===== config.mk =====
export PLATFORM = sky130hd
export DESIGN_NAME = alu_result_stage_flat
export DESIGN_NICKNAME = d
export VERILOG_FILES = /design/src/rtl/alu_result_stage_if.sv /design/src/rtl/alu_result_stage.sv /design/src/flat_wrapper.sv
export SDC_FILE = /design/constraint.sdc
export NUM_CORES = 1
export LEC_CHECK = 0
export CAP_MARGIN = 15
export CORE_ASPECT_RATIO = 1.1
export CORE_MARGIN = 2
export CORE_UTILIZATION = 40
export DETAILED_ROUTE_END_ITERATION = 8
export PLACE_DENSITY = 0.87
export SYNTH_ARGS = -nofsm -noshare
export SYNTH_HDL_FRONTEND = slang
export SYNTH_SLANG_ARGS = --single-unit

===== constraint.sdc =====
create_clock -name clk -period 4.6 [get_ports clk]
set_input_delay 1.15 -clock clk [delete_from_list [all_inputs] [get_ports clk]]
set_output_delay 1.15 -clock clk [all_outputs]
set_load 0.1 [all_outputs]

===== src/rtl/alu_result_stage_if.sv =====
// Handshake and data bundle between the upstream issue logic, the ALU result
// stage and the downstream consumer.
interface alu_result_stage_if #(
  parameter int WIDTH   = 32,
  parameter int FUNCT_W = 6
);
  logic               in_valid;
  logic               in_ready;
  logic [FUNCT_W-1:0] funct;
  logic [WIDTH-1:0]   alu_out;
  logic [WIDTH-1:0]   shifter_out;
  logic [WIDTH-1:0]   hi_in;
  logic [WIDTH-1:0]   lo_in;
  logic               hilo_busy;
  logic               out_valid;
  logic               out_ready;
  logic [WIDTH-1:0]   data_out;
  logic [FUNCT_W-1:0] out_funct;
  logic               illegal;

  modport master (
    output in_valid, funct, alu_out, shifter_out, hi_in, lo_in, hilo_busy, out_ready,
    input  in_ready, out_valid, data_out, out_funct, illegal
  );

  modport slave (
    input  in_valid, funct, alu_out, shifter_out, hi_in, lo_in, hilo_busy, out_ready,
    output in_ready, out_valid, data_out, out_funct, illegal
  );
endinterface


===== src/rtl/alu_result_stage.sv =====
// Registered funct-decoded result select with a valid/ready output and a
// hold state for MFHI/MFLO issued while the multiply/divide unit is busy.
//
//   state     | meaning
//   ----------+-----------------------------------------------------------
//   S_EMPTY   | no result held; ready for a new op
//   S_FULL    | result valid on data_out; new op accepted only on out_ready
//   S_WAIT    | MFHI/MFLO accepted, waiting for hilo_busy to drop
module alu_result_stage #(
  parameter int WIDTH   = 32,
  parameter int FUNCT_W = 6
) (
  input  logic                clk,
  input  logic                rst_n,
  alu_result_stage_if.slave   bus
);

  localparam logic [1:0] S_EMPTY = 2'd0;
  localparam logic [1:0] S_FULL  = 2'd1;
  localparam logic [1:0] S_WAIT  = 2'd2;

  localparam logic [FUNCT_W-1:0] F_AND  = FUNCT_W'(6'b100100);
  localparam logic [FUNCT_W-1:0] F_OR   = FUNCT_W'(6'b100101);
  localparam logic [FUNCT_W-1:0] F_ADD  = FUNCT_W'(6'b100000);
  localparam logic [FUNCT_W-1:0] F_SUB  = FUNCT_W'(6'b100010);
  localparam logic [FUNCT_W-1:0] F_SLT  = FUNCT_W'(6'b101010);
  localparam logic [FUNCT_W-1:0] F_SLL  = FUNCT_W'(6'b000000);
  localparam logic [FUNCT_W-1:0] F_SRL  = FUNCT_W'(6'b000010);
  localparam logic [FUNCT_W-1:0] F_SRA  = FUNCT_W'(6'b000011);
  localparam logic [FUNCT_W-1:0] F_MFHI = FUNCT_W'(6'b010000);
  localparam logic [FUNCT_W-1:0] F_MFLO = FUNCT_W'(6'b010010);

  logic [1:0]         r_state;
  logic [WIDTH-1:0]   r_data;
  logic [FUNCT_W-1:0] r_funct;
  logic               r_illegal;

  logic [WIDTH-1:0]   w_sel;
  logic               w_illegal;
  logic               w_is_hilo;
  logic               w_in_ready;
  logic               w_accept;

  always_comb begin
    w_sel     = '0;
    w_illegal = 1'b0;
    w_is_hilo = 1'b0;
    case (bus.funct)
      F_AND, F_OR, F_ADD, F_SUB, F_SLT: w_sel = bus.alu_out;
      F_SLL, F_SRL, F_SRA:              w_sel = bus.shifter_out;
      F_MFHI: begin
        w_sel     = bus.hi_in;
        w_is_hilo = 1'b1;
      end
      F_MFLO: begin
        w_sel     = bus.lo_in;
        w_is_hilo = 1'b1;
      end
      default: w_illegal = 1'b1;
    endcase
  end

  // Ready depends only on state and out_ready, never on in_valid/funct.
  assign w_in_ready = (r_state == S_EMPTY) || ((r_state == S_FULL) && bus.out_ready);
  assign w_accept   = bus.in_valid && w_in_ready;

  always_ff @(posedge clk or negedge rst_n) begin
    if (!rst_n) begin
      r_state   <= S_EMPTY;
      r_data    <= '0;
      r_funct   <= '0;
      r_illegal <= 1'b0;
    end else begin
      case (r_state)
        S_EMPTY, S_FULL: begin
          if (w_accept) begin
            r_funct <= bus.funct;
            if (w_is_hilo && bus.hilo_busy) begin
              r_state   <= S_WAIT;
              r_illegal <= 1'b0;
            end else begin
              r_state   <= S_FULL;
              r_data    <= w_sel;
              r_illegal <= w_illegal;
            end
          end else if (r_state == S_FULL && bus.out_ready) begin
            r_state <= S_EMPTY;
          end
        end
        S_WAIT: begin
          // HI/LO are taken in the same cycle busy is seen low.
          if (!bus.hilo_busy) begin
            r_data  <= (r_funct == F_MFHI) ? bus.hi_in : bus.lo_in;
            r_state <= S_FULL;
          end
        end
        default: r_state <= S_EMPTY;
      endcase
    end
  end

  assign bus.in_ready  = w_in_ready;
  assign bus.out_valid = (r_state == S_FULL);
  assign bus.data_out  = r_data;
  assign bus.out_funct = r_funct;
  assign bus.illegal   = r_illegal;

endmodule


===== src/flat_wrapper.sv =====
// flat-port wrapper written by rule: the top's interface ports become plain ports
module alu_result_stage_flat 
#(
  parameter int WIDTH   = 32,
  parameter int FUNCT_W = 6
)
  (clk, rst_n, bus_in_valid, bus_funct, bus_alu_out, bus_shifter_out, bus_hi_in, bus_lo_in, bus_hilo_busy, bus_out_ready, bus_in_ready, bus_out_valid, bus_data_out, bus_out_funct, bus_illegal);
  alu_result_stage_if #(.WIDTH(WIDTH), .FUNCT_W(FUNCT_W)) bus_i ();
  input  logic clk;
  input  logic rst_n;
  input wire logic [$bits(bus_i.in_valid)-1:0] bus_in_valid;
  input wire logic [$bits(bus_i.funct)-1:0] bus_funct;
  input wire logic [$bits(bus_i.alu_out)-1:0] bus_alu_out;
  input wire logic [$bits(bus_i.shifter_out)-1:0] bus_shifter_out;
  input wire logic [$bits(bus_i.hi_in)-1:0] bus_hi_in;
  input wire logic [$bits(bus_i.lo_in)-1:0] bus_lo_in;
  input wire logic [$bits(bus_i.hilo_busy)-1:0] bus_hilo_busy;
  input wire logic [$bits(bus_i.out_ready)-1:0] bus_out_ready;
  output wire logic [$bits(bus_i.in_ready)-1:0] bus_in_ready;
  output wire logic [$bits(bus_i.out_valid)-1:0] bus_out_valid;
  output wire logic [$bits(bus_i.data_out)-1:0] bus_data_out;
  output wire logic [$bits(bus_i.out_funct)-1:0] bus_out_funct;
  output wire logic [$bits(bus_i.illegal)-1:0] bus_illegal;
  assign bus_i.in_valid = bus_in_valid;
  assign bus_i.funct = bus_funct;
  assign bus_i.alu_out = bus_alu_out;
  assign bus_i.shifter_out = bus_shifter_out;
  assign bus_i.hi_in = bus_hi_in;
  assign bus_i.lo_in = bus_lo_in;
  assign bus_i.hilo_busy = bus_hilo_busy;
  assign bus_i.out_ready = bus_out_ready;
  assign bus_in_ready = bus_i.in_ready;
  assign bus_out_valid = bus_i.out_valid;
  assign bus_data_out = bus_i.data_out;
  assign bus_out_funct = bus_i.out_funct;
  assign bus_illegal = bus_i.illegal;
  alu_result_stage #(.WIDTH(WIDTH), .FUNCT_W(FUNCT_W)) u_core (.clk(clk), .rst_n(rst_n), .bus(bus_i));
endmodule

# Word-level counts from Yosys, hierarchy flattened

Index checks and enable logic that the tools add are counted.

Equality and inequality tests: 16
Multiplexer cells: 14
Reductions and logical operators: 15

Operators with widths:

| kind                                                   | count |
|---|---|
| two-way mux 32 bit                                     | 4 |
| one-hot mux 32 bit (4 select lines)                    | 1 |
| one-hot mux 32 bit (2 select lines)                    | 1 |
| == test 6 bit (second input constant)                  | 5 |
| == test 6 x 5 -> 1 bit (second input constant)         | 3 |
| == test 6 x 2 -> 1 bit (second input constant)         | 2 |
| OR reduction 10 bit                                    | 1 |
| two-way mux 2 bit                                      | 4 |
| zero test 6 bit                                        | 1 |
| OR reduction 5 bit                                     | 1 |
| inequality test 2 bit (second input constant)          | 2 |
| one-hot mux 2 bit (2 select lines)                     | 1 |
| AND reduction 2 bit                                    | 2 |
| AND reduction 4 bit                                    | 1 |
| OR reduction 2 bit                                     | 2 |
| logical AND 1 bit                                      | 3 |
| two-way mux 1 bit                                      | 3 |
| inequality test 3 x 1 -> 1 bit (second input constant) | 1 |
| OR reduction 3 bit                                     | 1 |
| == test 2 x 1 -> 1 bit (second input constant)         | 1 |
| == test 2 bit (second input constant)                  | 1 |
| zero test 2 bit                                        | 1 |
| inequality test 2 x 1 -> 1 bit (second input constant) | 1 |
| nonzero test 2 bit                                     | 1 |
| logical OR 1 bit                                       | 1 |

Bits in registers: 41
Bits of input ports: 139

# Depth between registers and ports, before layout

Word-level depth: 7
Mapped depth: 8
Depth with buffers taken out: 5

# Worst setup path before layout

OpenSTA, ideal clock, no wires.

Path kind: input to output
Start: in bus_out_ready
End: out bus_in_ready
Arrival: 2.678 ns
Required time: 3.450 ns
Setup slack: 0.772 ns
Stages: 2
Path buffers: 0
Cells stage by stage: inv_1 a21oi_1

Word-level cells in the longest chain between the ends: 2

RTL lines:

| item              | line                   | text |
|---|---|---|
| from (decl)       | flat_wrapper.sv:18     | `input wire logic [$bits(bus_i.out_ready)-1:0] bus_out_ready;` |
| logical AND 1 bit | alu_result_stage.sv:64 | `assign w_in_ready = (r_state == S_EMPTY) \|\| ((r_state == S_FULL) && bus.out_ready);` |
| logical OR 1 bit  | alu_result_stage.sv:64 |  |
| to (decl)         | flat_wrapper.sv:19     | `output wire logic [$bits(bus_i.in_ready)-1:0] bus_in_ready;` |

No other way between the ends.

# Final worst setup path

Start: in bus_funct[2]
End: reg u_core.r_data[13], in the netlist u_core.bus.data_out[13]

Word-level cells in the longest chain between the ends: 6

RTL lines:

| item                                                                       | line                   | text |
|---|---|---|
| from (decl)                                                                | flat_wrapper.sv:12     | `input wire logic [$bits(bus_i.funct)-1:0] bus_funct;` |
| == test 6 bit, or another cell as far along                                | alu_result_stage.sv:48 | `case (bus.funct)` |
| OR reduction 5 bit, or another cell as far along                           | -                      |  |
| one-hot mux 32 bit (4 select lines) or two-way mux 1 bit (tied branches)   | alu_result_stage.sv:48 |  |
| two-way mux 32 bit or logical AND 1 bit (tied branches)                    | alu_result_stage.sv:78 | `if (w_is_hilo && bus.hilo_busy) begin` |
| two-way mux 32 bit or inequality test 2 bit (tied branches)                | -                      |  |
| one-hot mux 32 bit (2 select lines) or AND reduction 4 bit (tied branches) | -                      |  |
| to (signal assigned)                                                       | alu_result_stage.sv:83 | `r_data <= w_sel;` |
| to (signal assigned)                                                       | alu_result_stage.sv:93 | `r_data <= (r_funct == F_MFHI) ? bus.hi_in : bus.lo_in;` |
| to (decl)                                                                  | alu_result_stage.sv:34 | `logic [WIDTH-1:0] r_data;` |

Parallel ways exist; a longest one is shown, timed or not. The select of a mux whose other input is x is not followed.
A chain may end at the register's enable or synchronous reset.

==> summary.txt <==
Clocking
  • CTS tree: yes
  • # Post-CTS Setup Buffers: 0
  • H-tree depth: 2
  • Post-CTS resize count: 0
  • CTS root buffer: clkbuf_8
  • TritonCTS Sinks: 41
  • Clk buf depth: 2
  • Clk Latency, worst-skew pair: 290 ps
  • Hold buffers post-CTS: 0
  • Reg clk slew, reported paths: 80 ps
  • CTS Buf Count: 5

Pwr
  • Psw: 0.7413 mW
  • Leak Pwr: 1.974 nW
  • Max IR drop VDD: 0.0002354 V
  • Total power: 1.553 mW
  • Int Power: 0.8117 mW
  • Logic pwr share: 55.1%
  • Flop pwr share: 29.2%
  • Sw Ratio: 47.73%
  • Pwr Density: 324.0 nW/um2
  • Clk network pwr share: 15.7%

STA
  • Fin. Hold Viols: 0
  • Endpoints failing setup: 0
  • Fin crit share: 72.22%
  • Max frequency: 301.0 MHz
  • Crit path time final: 3322 ps
  • Slew Viols, Final: 0
  • RSZ-0062 raised after global routing: false
  • Worst Skew: 6.118 ps
  • Setup TNS: 0 ps
  • Slew headroom: 31.71%
  • Worst-margin pin slew: 1021 ps
  • Min Hold Slack: 504.3 ps

GRT
  • Gr ovfl total: 0
  • Initial antenna violation count: 0
  • Gr usage total: 25.78%
  • First-pass GRT wire length: 16.41 mm
  • Pin count of the biggest net entering global routing: 42
  • Vias in the first global route: 3,403

Synth
  • Xor/xnor cell area share of the yosys netlist: 0%
  • Most used DFF post-synth: dfrtp_1
  • Synth Area in Compound Gates: 35.96%
  • Synthesized instance count: 305
  • Post-synthesis async set-or-reset flop share: 100.0%
  • Synth Area in Simple Gates: 9.055%
  • Cell Area, Synth: 2846 um2
  • Largest family of logic cells by synthesized area: compound AO/OA/AOI/OAI gates
  • Syn avg cell area: 9.333 um2
  • Yosys top cell area share: 36.04%
  • Post-Synth Adder-Cell Area: 0%
  • Cell variety after synth: 33
  • Post-synth EDFFs: 0
  • Mux contribution to synthesized area: 13.23%
  • #FFs+latches synth: 41
  • Synth warnings: 0
  • Cell accounting for the most synthesized area: dfrtp_1
  • Seq/Total Area, Yosys: 36.04%
  • Top cells by area, synth: dfrtp_1, a222oi_1, mux2i_1, o22a_1, a21oi_1
  • Synthesized net count: 444

Run
  • Max_cap viols: 0

Status
  • Outcome: finished clean

Floorplan
  • Io pins: 180
  • Initial Utilization: 40.86%
  • Row count: 32
  • Die area: 7808 um2
  • Core area: 6967 um2
  • Die width: 84.43 um
  • Die Y: 92.48 um

Setup path
  • FF-to-FF path depth: 7
  • Worst path max stage delay: 600 ps
  • Worst Path Buf+Inv: 2
  • Critical Path Start: bus_funct[2]
  • RR Startpoint: u_core.r_state[0]$_DFFE_PN0P_
  • Slowest cell on crit path: nor3_4
  • Critical path class: in -> reg
  • Crit. End Element: flip-flop
  • Critical path data required time: 4830 ps
  • Crit Path Max Fanout: 17
  • Reg-to-Reg End: u_core.bus.data_out[26]$_DFFE_PN0P_
  • Worst-path cell chain: clkdlybuf4s50_1, or3_4, nor3_4, buf_4, a222oi_1, a21oi_1, o22a_1
  • Cell count along the critical path: 7
  • CP top delay family: simple AND/OR/NAND/NOR gates
  • Reg2reg setup slack: 2080 ps
  • Data arrival, critical path: 3560 ps
  • Worst Setup EP: u_core.bus.data_out[13]$_DFFE_PN0P_
  • Startpoint types: primary input

Detailed routing
  • Initial DRC count: 294
  • Antenna-violating nets left: 0
  • Routed WL: 10.33 mm
  • Vias per std cell: 6.079
  • Routed wire per std cell: 18.59 um
  • DR pass1 iterations: 6
  • Remaining DRCs: 0
  • DR vias: 3,380

Finish
  • Layout fillers: 580
  • Share of post-route cells with drive strength above 1: 6.582%
  • Multi-input gate area: 1697 um2
  • Antenna Cells: 0
  • Fin cells: 556
  • FF+latch area: 1026 um2
  • Layout Nets: 610
  • Syn-to-layout area delta: 68.40%
  • Final core utilization: 68.80%

Placement
  • Detailed placement HPWL: 7.622 mm
  • Routability-driven placement congestion ratio: 0.7800
  • Cells after DPL: 549
  • Port buffer count: 179

Min path
  • Worst hold-check path type: reg -> reg
  • Hold Startpoint: u_core.bus.illegal$_DFFE_PN0P_
[cell usage after synthesis (2+ instances only)]
cell type	count
a21oi_1	34
a222oi_1	32
buf_1	3
buf_2	10
buf_6	3
clkbuf_1	15
dfrtp_1	41
inv_1	3
mux2_2	5
mux2i_1	32
nand2_1	34
nand2b_1	4
nor2b_1	3
nor3_2	2
o21ai_0	21
o21ai_1	14
o22a_1	32
or3b_1	2
[sequential cells by signal (all words and copies together), names as in the netlist]
name and cells:
u_core.bus.illegal 1, u_core.bus.data_out 32, u_core.bus.out_funct 6, u_core.r_state 2
[routing by layer]
| layer | routed length (um) | vias to the layer above | part of all wire (%) | track usage [%] |
|---|---|---|---|---|
| met1 | 3871 | 1608 | 37 | 30.86 |
| li1 | - | 1550 | - | - |
| met2 | 5363 | 207 | 52 | 46.03 |
| met3 | 939 | 15 | 9.1 | 5.971 |
| met4 | 160 | 0 | 1.5 | 7.672 |
| met5 | 0 | - | 0 | 0 |
[cells in the final DEF (no fill, tap or decap), drive strengths merged, types with 2 or more instances in the layout]
cell	n
a2111oi	2
a21oi	35
a222oi	32
buf	13
clkbuf	7
clkdlybuf4s50	177
dfrtp	41
inv	3
mux2	5
mux2i	32
nand2	34
nand2b	4
nor2b	3
nor3	2
o21ai	35
o22a	32
o31ai	2
or3	2
or3b	2
[per-stage QoR]
step	setup slack (ps)	cell area, um2
after floorplan	771.5	2846
after global placement	1061	4707
after detailed placement	975.3	4707
after CTS	1295	4793
after global routing	1107	4793
final	1278	4793
[worst min path at each step]
stage	end	slack, ps	depth (start not counted)
floorplan	u_core.bus.data_out[0]$_DFFE_PN0P_	850	0
global placement	u_core.bus.illegal$_DFFE_PN0P_	480	2
detailed placement	u_core.bus.illegal$_DFFE_PN0P_	500	2
CTS	u_core.bus.data_out[31]$_DFFE_PN0P_	510	1
global route	u_core.bus.illegal$_DFFE_PN0P_	520	2
finish	u_core.bus.illegal$_DFFE_PN0P_	500	2
[power by group through the flow]
stage	clock network [mW]	registers [mW]	logic (mW)
floorplan	0	0.867	0.147
global placement	0	0.457	0.846
detailed placement	0	0.459	0.856
CTS	0.248	0.453	0.858
global route	0.266	0.460	0.885
finish	0.244	0.453	0.856
[kinds of logic (layout without fill, tap and decap cells)]
logic type      after synthesis  after routing
flops                        41             41
simple gates                 52             52
buf+inv                      34            200
compound gates              141            141
mux                          37             37
[final cells by class]
class	instances	area share, %
Multi-Input combinational cell	230	35.40
Clock buffer	7	1.801
Tap cell	85	2.219
Inverter	3	0.2349
Sequential cell	41	21.40
Timing Repair Buffer	190	38.95
[worst register-to-register path: cells and delay by family, from the launching register on]
family / cells / cell delay, ps
compound gates: 4 / 720
buf+inv: 2 / 720
flops: 1 / 380
simple gates: 1 / 580
No activity file was read; power rests on OpenSTA's default activity.
